**config.mk**
```make
export PLATFORM = sky130hd
export DESIGN_NAME = uart_tx
export DESIGN_NICKNAME = d
export VERILOG_FILES = /design/src/rtl/uart_tx.sv
export SDC_FILE = /design/constraint.sdc
export NUM_CORES = 1
export LEC_CHECK = 0
export CORE_ASPECT_RATIO = 1.5
export CORE_UTILIZATION = 54
export DETAILED_ROUTE_END_ITERATION = 8
export PLACE_DENSITY = 0.85
export SLEW_MARGIN = 20
export SYNTH_ARGS = -nofsm -noshare
export SYNTH_HDL_FRONTEND = slang
export SYNTH_SLANG_ARGS = --single-unit
```
**constraint.sdc**
```tcl
create_clock -name clk_i -period 2.35 [get_ports clk_i]
set_input_delay 0.47 -clock clk_i [delete_from_list [all_inputs] [get_ports clk_i]]
set_output_delay 0.47 -clock clk_i [all_outputs]
set_load 0.01 [all_outputs]
```
**src/rtl/uart_tx.sv**
```systemverilog
// uart_tx: UART transmitter for the 4-bit CPU board.
// Each accepted word goes out as one frame on the registered line tx_o:
// a start bit, the data bits LSB first, and then a stop bit.
// Every bit lasts BAUD_COUNTS_PER_BIT clock cycles.
// Optional feature: define UART_TX_PARITY_EN to insert one even-parity bit
// between the last data bit and the stop bit.
module uart_tx #(
    parameter int unsigned UART_DATA_LENGTH           = 8,
    parameter int unsigned TX_COUNTER_BITWIDTH        = 3,
    parameter int unsigned BAUD_COUNTS_PER_BIT        = 521,
    parameter int unsigned BAUD_RATE_COUNTER_BITWIDTH = 10
) (
    input  logic                        clk_i,
    input  logic                        reset_i,
    input  logic [UART_DATA_LENGTH-1:0] data_i,
    input  logic                        valid_i,
    output logic                        ready_o,
    output logic                        tx_o,
    output logic                        busy_o
);

`ifdef UART_TX_PARITY_EN
    typedef enum logic [2:0] {IDLE, START, DATA, PARITY, STOP} state_t;
`else
    typedef enum logic [1:0] {IDLE, START, DATA, STOP} state_t;
`endif

    localparam logic [BAUD_RATE_COUNTER_BITWIDTH-1:0] BAUD_LAST =
        BAUD_RATE_COUNTER_BITWIDTH'(BAUD_COUNTS_PER_BIT - 1);
    localparam logic [TX_COUNTER_BITWIDTH-1:0] LAST_IDX =
        TX_COUNTER_BITWIDTH'(UART_DATA_LENGTH - 1);

    state_t                                state;
    state_t                                state_next;
    logic [BAUD_RATE_COUNTER_BITWIDTH-1:0] baud_cnt;
    logic [BAUD_RATE_COUNTER_BITWIDTH-1:0] baud_cnt_next;
    logic [TX_COUNTER_BITWIDTH-1:0]        bit_idx;
    logic [TX_COUNTER_BITWIDTH-1:0]        bit_idx_next;
    logic [UART_DATA_LENGTH-1:0]           shift_reg;
    logic [UART_DATA_LENGTH-1:0]           shift_reg_next;
    logic                                  tx_next;
    logic                                  bit_done;
`ifdef UART_TX_PARITY_EN
    logic                                  parity_bit;
    logic                                  parity_bit_next;
`endif

    assign bit_done = (baud_cnt == BAUD_LAST);
    assign ready_o  = (state == IDLE);
    assign busy_o   = ~ready_o;

    // Next-state, counter, shifter and line value; the line follows the next state so tx_o is glitch-free
    always_comb begin
        state_next     = state;
        baud_cnt_next  = baud_cnt;
        bit_idx_next   = bit_idx;
        shift_reg_next = shift_reg;
`ifdef UART_TX_PARITY_EN
        parity_bit_next = parity_bit;
`endif
        case (state)
            IDLE: begin
                if (valid_i) begin
                    shift_reg_next = data_i;
                    baud_cnt_next  = '0;
                    bit_idx_next   = '0;
                    state_next     = START;
`ifdef UART_TX_PARITY_EN
                    parity_bit_next = ^data_i;
`endif
                end
            end
            START: begin
                if (bit_done) begin
                    baud_cnt_next = '0;
                    state_next    = DATA;
                end else begin
                    baud_cnt_next = baud_cnt + 1'b1;
                end
            end
            DATA: begin
                if (bit_done) begin
                    baud_cnt_next  = '0;
                    shift_reg_next = shift_reg >> 1;
                    if (bit_idx == LAST_IDX) begin
                        bit_idx_next = '0;
`ifdef UART_TX_PARITY_EN
                        state_next   = PARITY;
`else
                        state_next   = STOP;
`endif
                    end else begin
                        bit_idx_next = bit_idx + 1'b1;
                    end
                end else begin
                    baud_cnt_next = baud_cnt + 1'b1;
                end
            end
`ifdef UART_TX_PARITY_EN
            PARITY: begin
                if (bit_done) begin
                    baud_cnt_next = '0;
                    state_next    = STOP;
                end else begin
                    baud_cnt_next = baud_cnt + 1'b1;
                end
            end
`endif
            STOP: begin
                if (bit_done) begin
                    baud_cnt_next = '0;
                    state_next    = IDLE;
                end else begin
                    baud_cnt_next = baud_cnt + 1'b1;
                end
            end
            default: begin
                state_next = IDLE;
            end
        endcase

        case (state_next)
            IDLE:    tx_next = 1'b1;
            START:   tx_next = 1'b0;
            DATA:    tx_next = shift_reg_next[0];
`ifdef UART_TX_PARITY_EN
            PARITY:  tx_next = parity_bit_next;
`endif
            STOP:    tx_next = 1'b1;
            default: tx_next = 1'b1;
        endcase
    end

    // State and datapath registers; reset abandons any frame and returns the line high
    always_ff @(posedge clk_i) begin
        if (reset_i) begin
            state     <= IDLE;
            baud_cnt  <= '0;
            bit_idx   <= '0;
            shift_reg <= '0;
            tx_o      <= 1'b1;
`ifdef UART_TX_PARITY_EN
            parity_bit <= 1'b0;
`endif
        end else begin
            state     <= state_next;
            baud_cnt  <= baud_cnt_next;
            bit_idx   <= bit_idx_next;
            shift_reg <= shift_reg_next;
            tx_o      <= tx_next;
`ifdef UART_TX_PARITY_EN
            parity_bit <= parity_bit_next;
`endif
        end
    end

endmodule

```
# ---- Word-level counts from Yosys, hierarchy flattened
# Cells that the tools add are included.
dict set report totals {
  regBits 24
  output_inout_bits 3
  ramBits 0
  mem_count 0
  inputBits 11
  mem_bits_ro 0
  elab_cells 42
  latchBits 0
}
dict set report classes {
  n_mul 0
  order_cmp 0
  reduce_logical 6
  n_addsub 2
  n_mux 17
  shifts 0
  div_mod_pow 0
  bitwise 1
  n_eq_ne 10
}
# op n
set op_table {}
lappend op_table {{10-bit two-way mux} 2}
lappend op_table {{10-bit case mux with 2 select lines} 1}
lappend op_table {{8-bit two-way mux} 2}
lappend op_table {{8-bit case mux with 2 select lines} 1}
lappend op_table {{10-bit by 1-bit adder with 10-bit output (second input constant)} 1}
lappend op_table {{10-bit equality test (second input constant)} 1}
lappend op_table {{2-bit two-way mux} 5}
lappend op_table {{3-bit two-way mux} 3}
lappend op_table {{2-bit equality test (second input constant)} 4}
lappend op_table {{2-bit case mux with 4 select lines} 1}
lappend op_table {{3-bit case mux with 2 select lines} 1}
lappend op_table {{2-bit by 1-bit equality test with 1-bit output (second input constant)} 2}
lappend op_table {{2-bit zero test} 2}
lappend op_table {{2-bit != test (second input constant)} 2}
lappend op_table {{3-bit by 1-bit adder with 3-bit output (second input constant)} 1}
lappend op_table {{3-bit equality test (second input constant)} 1}
lappend op_table {{1-bit case mux with 3 select lines} 1}
lappend op_table {{3-bit AND reduction} 1}
lappend op_table {{3-bit OR reduction} 1}
lappend op_table {{2-bit nonzero test} 1}
lappend op_table {{2-bit OR reduction} 1}
lappend op_table {{1-bit inverter} 1}

# ---- Depth between registers and ports, before layout
# Gate-level depths: netlist (run 1).
dict set report logic_depth {
  word_depth 7
  mapped_depth 7
  mapped_depth_nobuf 6
}

# ---- Worst setup path after synthesis (run 1)
# OpenSTA, ideal clock, no wires.
dict set report synth_path {
  path_kind {register to register}
  from {register baud_cnt[0]}
  to {register baud_cnt[7]}
  n_path_buf 1
  arrival_time_ns 1.641
  path_slack_ns 0.635
  stages_incl_launch_ff 8
  required_time_ns 2.276
  setup_time_ns 0.074
  synth_period_minus_slack_ns 1.715
  path_cell_list {dfxtp_1 inv_1 ha_1 nor4b_4 and3_1 buf_6 or4_1 a31oi_1}
}
dict set report synth_via {
  elab_chain_len 3
  elab_cells_between_ends 4
  cone_classes {add/sub (1); eq/ne (1); mux (2)}
}
# element line_no
set synth_lines {}
lappend synth_lines {{start: declaration} 35} ;# logic [BAUD_RATE_COUNTER_BITWIDTH-1:0] baud_cnt;
lappend synth_lines {{start signal: assignment} 147} ;# baud_cnt <= baud_cnt_next;
lappend synth_lines {{10-bit by 1-bit adder with 10-bit output or 10-bit equality test (tied branches)} n/a}
lappend synth_lines {{10-bit two-way mux (*)} {74, 82, 110}}
lappend synth_lines {{10-bit case mux with 2 select lines (*)} 61} ;# case (state)
# Every way passes the cells marked *; elsewhere a longest branch is shown, timed or not.
# A chain may end at the register's enable or synchronous reset.

# ---- Worst setup path after layout (run 1)
dict set report layout_path {
  from {register state[1]}
  to {output ready_o}
}
dict set report layout_via {
  elab_chain_len 1
}
# element line_no
set layout_lines {}
lappend layout_lines {{start: declaration} 33} ;# state_t state;
lappend layout_lines {{start signal: assignment} 146} ;# state <= state_next;
lappend layout_lines {{2-bit zero test} 49} ;# assign ready_o = (state == IDLE);
lappend layout_lines {{end: declaration} 17} ;# output logic ready_o,
# Every way passes these cells.

==> results.yml, run 1 <==
pwr:
  peakVddDrop_uv: 237.0
  powerDensity_nw_per_um2: 499.2
  p_leak_uw: 0.0004847
worst_setup_path:
  cp_top_family: "buffers and inverters"
  slowest_stage: "clkdlybuf4s50_1"
  cp_slowest_stage_delay_ps: 580
  path_cells: "or2_1, inv_2, clkdlybuf4s50_1"
  criticalPathCategory: "register to output pin"
  cp.required_ps: 1880
  cp.arrival_ps: 1790
  end_kind: "output pin"
  critPathMaxFanout: 11
  crit_buf_inv: 2
  start_kind: "register"
timing:
  slew_headroom: 0.5735
  setup_viol: 0
  post-route-period-util: 0.9623
  fin_skew_ps: 2.877
  hold_viol_final: 0
  grt_setup_unrepaired: "no"
  worst_slew_pin_slew_ps: 637.3
  slew_viol_final: 0
  fin_crit_ps: 2262
  fin_setup_tns_ps: 0
  max_freq_mhz: 442.2
floorplan:
  fp.dieArea_um2: 2513
  core_area_um2: 2207
  ios: 14
  die_w_um: 41.27
  rows: 21
  start_util: 0.5658
  die_height_um: 60.90
clocking:
  cts_made_buffers: 3
  cts_hold_buf: 0
  cts_resized: 0
  post_cts_buffers: 0
  root_buffer: "clkbuf_4"
  cts_tree: "built"
  cts_max_level: 1
  clk_pin_slew_ps: 120
  clockBufferDepth: 2
  clkLatencyLatePin_ps: 300
  cts_sinks: 24
global_route:
  grt-ovfl-total: 0
  grt_pass1_wl_um: 4312
  grt_max_degree: 13
  grt_antenna_before_repair: 0
  grt_use_total: 0.2445
  grt_pass1_vias: 1057
hold_path:
  worstHoldPathType: "register to register"
drt:
  firstDrtPassIters: 4
  drtIter0Drc: 46
  post-route-drc-count: 0
  vias: 1127
  ant_nets: 0
  drt-wirelength-per-cell_um: 14.70
  via_per_inst: 6.296
  wirelength_um: 2632
finish:
  area_growth_pct: 11.62
  fill_cells: 197
  nNetsFinal: 173
  layout_common_cells: "dfxtp_1, nand3_1, a21oi_1, clkdlybuf4s50_1, nand2_1"
  drive_above_1_share: 0.08333
  largest_reg_flops: 10
  antenna_cells: 0
  final_area_um2: 1394
  final_common_cell: "dfxtp_1"
run_status:
  status: "finished, final reports clean"
job:
  cap_violations: 0
synth:
  avgSynthCellArea_um2: 8.553
  synth_ff_type: "dfxtp_1"
  synth_cell_types: 40
  synth_top_cell_area_share: 0.3848
  syn-cell-area_um2: 1249
  yosysTopAreaCell: "dfxtp_1"
  synth_cells: 146
  synth-seq-cells: 24
  yosys_warnings: 0
  syn-num-nets: 161
  yosysSeqAreaShare: 0.3848
  synth_edf_count: 0
  synth.area.top_cells: "dfxtp_1, nand3_1, a21oi_1"
  async_flop_share: 0
placed_design:
  globalplace.congestion: 0.8441
  hpwl_um: 1941
  io_buffers: 13
  post_dp_cell_area_um2: 1371
[cells in the mapped netlist (3+ instances only)]
cell type,count
a21oi_1,15
a22oi_1,8
a31oi_1,5
and3_1,3
clkbuf_1,3
dfxtp_1,24
ha_1,4
inv_1,5
nand2_1,12
nand3_1,16
nand3b_1,3
nand4_1,4
nor2_1,8
or4_1,4
[worst paths after layout]
path                     start      endpoint  slack [ps]  cells after the start
setup / recovery      state[1]       ready_o          90                      3
hold / removal    shift_reg[2]  shift_reg[2]         480                      2
setup reg to reg   baud_cnt[0]   baud_cnt[7]         520                      6
hold reg to reg   shift_reg[2]  shift_reg[2]         480                      2
[worst reg2reg max path, cell delays in order, from the launching register on]
cell and delay, ps:
dfxtp_1 430, inv_1 60, ha_1 190, nor4b_4 150, and3_1 270, or4_1 500
a31oi_1 160
[through the flow]
stage                     cells    util  hold slack (ps)  worst slack [ps]  power (uW)
after floorplan             146       -            445.6             634.8       495.6
after global placement      176  0.6213            456.1             467.4       528.9
after detailed placement    176  0.6213            461.5             335.1       532.3
after CTS                   179  0.6315            479.3             83.89       704.4
after global routing        179  0.6315            507.4             3.025       731.8
final                       179  0.6315            478.3             88.50       695.8
[layout make-up]
cell class	instances	area, um2	share of cell area
inverters	6	22.52	0.01616
multi-input cells	107	686.9	0.4928
well taps	23	28.78	0.02065
flip-flops and latches	24	480.5	0.3447
clock buffers	3	22.52	0.01616
repair buffers	16	152.6	0.1095
[power breakdown]
group	internal (uW)	leakage, uW	switching [uW]
registers	420	0.000195	9.44
logic	46.4	0.000275	47.9
clock network	59.9	0.0000138	113
total	526	0.000485	170
[layer usage]
| layer | share of wire | global-route usage | vias up |
|---|---|---|---|
| li1 | - | - | 561 |
| met1 | 0.42 | 0.2792 | 522 |
| met2 | 0.53 | 0.4174 | 39 |
| met3 | 0.041 | 0.05128 | 5 |
| met4 | 0.013 | 0.1060 | 0 |
| met5 | 0 | 0 | - |
[logic make-up (layout without fill, tap and decap cells)]
kind of cell,after synthesis,count (layout),share of synthesized area
and+or+nand+nor,62,62,0.2836
AOI/OAI and AO/OA,38,38,0.2034
DFF,24,24,0.3848
buffers and inverters,15,25,0.06512
adders and majority gates,4,4,0.04008
muxes,2,2,0.01603
xor gates and xnor gates,1,1,0.007015
(Power assumes the default switching activity.)
==> run 2, diff against run 1 <==
--- a/config.mk
+++ b/config.mk
@@ -8,6 +8,7 @@
 export CORE_ASPECT_RATIO = 1.5
 export CORE_UTILIZATION = 54
 export DETAILED_ROUTE_END_ITERATION = 8
+export HOLD_SLACK_MARGIN = 0.05
 export PLACE_DENSITY = 0.85
 export SLEW_MARGIN = 20
 export SYNTH_ARGS = -nofsm -noshare
==> results of run 2 <==
No change in the layout: final DEF, timing and power equal those of run 1.
==> run 3, diff against run 2 <==
--- a/config.mk
+++ b/config.mk
@@ -5,8 +5,10 @@
 export SDC_FILE = /design/constraint.sdc
 export NUM_CORES = 1
 export LEC_CHECK = 0
+export CELL_PAD_IN_SITES_DETAIL_PLACEMENT = 1
+export CELL_PAD_IN_SITES_GLOBAL_PLACEMENT = 2
 export CORE_ASPECT_RATIO = 1.5
-export CORE_UTILIZATION = 54
+export CORE_UTILIZATION = 33
 export DETAILED_ROUTE_END_ITERATION = 8
 export HOLD_SLACK_MARGIN = 0.05
 export PLACE_DENSITY = 0.85
==> results.yml, run 3 (synthesized netlist as in run 1, its figures left out) <==
run_status:
  status: "finished, final reports clean"
hold_path:
  hold_end: "shift_reg[2]"
  worstHoldPathType: "register to register"
  min_from: "shift_reg[2]"
  min_path_cells: 2
worst_setup_path:
  end_kind: "output pin"
  r2r-start: "baud_cnt[0]"
  r2r_slack_ps: 480
  start_kind: "register"
  rr_worst_depth: 6
  criticalPathCategory: "register to output pin"
  critPathMaxFanout: 11
  cp.required_ps: 1880
  cp.arrival_ps: 1750
  reg2reg_to: "baud_cnt[8]"
finish:
  fill_cells: 441
  largest_reg_flops: 10
  post_layout_nonfiller_instances: 200
  drive_above_1_share: 0.08917
  nNetsFinal: 173
  area_growth_pct: 16.23
  layout_common_cells: "dfxtp_1, nand3_1, a21oi_1, clkdlybuf4s50_1, nand2_1"
  final_area_um2: 1451
  final_common_cell: "dfxtp_1"
  antenna_cells: 0
placed_design:
  post_dp_cell_area_um2: 1396
  hpwl_um: 2398
  globalplace.congestion: 0.7826
  placed_cells_incl_taps: 196
  io_buffers: 13
drt:
  wirelength_um: 3162
  drtIter0Drc: 19
  via_per_inst: 5.635
  firstDrtPassIters: 4
  vias: 1127
  ant_nets: 0
  drt-wirelength-per-cell_um: 15.81
  post-route-drc-count: 0
clocking:
  cts_tree: "built"
  clkLatencyLatePin_ps: 260
  post_cts_buffers: 0
  cts_hold_buf: 0
  cts_made_buffers: 3
  cts_sinks: 24
  clk_pin_slew_ps: 90
  clockBufferDepth: 2
  cts_resized: 0
  cts_max_level: 1
  root_buffer: "clkbuf_8"
timing:
  fin_skew_ps: 8.326
  setup_viol: 0
  holdWs_ps: 475.6
  slew_viol_final: 0
  post-route-period-util: 0.9432
  fin_crit_ps: 2217
  fin_setup_tns_ps: 0
  grt_setup_unrepaired: "no"
  slew_headroom: 0.7087
  hold_viol_final: 0
  max_freq_mhz: 451.1
  worst_slew_pin_slew_ps: 435.2
global_route:
  grt_antenna_before_repair: 0
  grt_use_total: 0.1809
  grt_pass1_vias: 1229
  grt-ovfl-total: 0
  grt_max_degree: 17
  grt_pass1_wl_um: 5699
floorplan:
  ios: 14
  rows: 27
  die_w_um: 52.23
  fp.dieArea_um2: 4039
  core_area_um2: 3649
  die_height_um: 77.34
  start_util: 0.3422
pwr:
  powerDensity_nw_per_um2: 552.1
  p_leak_uw: 0.0004999
  peakVddDrop_uv: 272.8
job:
  cap_violations: 0
==> run 3: through the flow <==
stage	power (uW)	utilization	setup WS, ps
global placement	532.7	0.3827	482.4
finish	801.3	0.3978	133.4
global route	844.1	0.3978	15.87
detailed placement	536.6	0.3827	451.7
floorplan	495.6	-	634.8
CTS	817.0	0.3978	136.1
==> run 3: worst max-delay path, cell delays in order, from the launching register on <==
cell and delay (ps):
dfxtp_1 380, or2_1 330, inv_2 200, clkdlybuf4s50_1 580
==> run 3: worst max-delay path by stage <==
stage / end / startpoint / cells after the start / slack (ps)
2_1_floorplan: baud_cnt[7] / baud_cnt[0] / 7 / 630
3_3_place_gp: ready_o / state[1] / 3 / 480
3_5_place_dp: ready_o / state[1] / 3 / 450
4_1_cts: ready_o / state[1] / 3 / 140
5_1_grt: ready_o / state[1] / 3 / 20
6_report: ready_o / state[1] / 3 / 130
==> run 3: layer usage <==
metal	share of wire	global-route usage	vias up
met5	0	0	-
met4	0.0066	0.03947	0
met3	0.017	0.01765	2
met2	0.54	0.3359	7
met1	0.44	0.2147	555
li1	-	-	563
==> run 3: area by class of cell <==
class	count	area, um2	area share
Sequential cell	24	480.5	0.3310
Clock buffer	4	55.05	0.03793
Tap cell	43	53.80	0.03707
Inverter	6	22.52	0.01552
Multi-Input combinational cell	107	686.9	0.4733
Timing Repair Buffer	16	152.6	0.1052
==> run 3: where the power goes <==
group,total (uW),leakage (uW),internal (uW),switching (uW)
registers,429,0.000195,419,9.95
clock network,275,0.0000288,149,125
logic,97.3,0.000276,47.0,50.3
total,801,0.000500,616,186
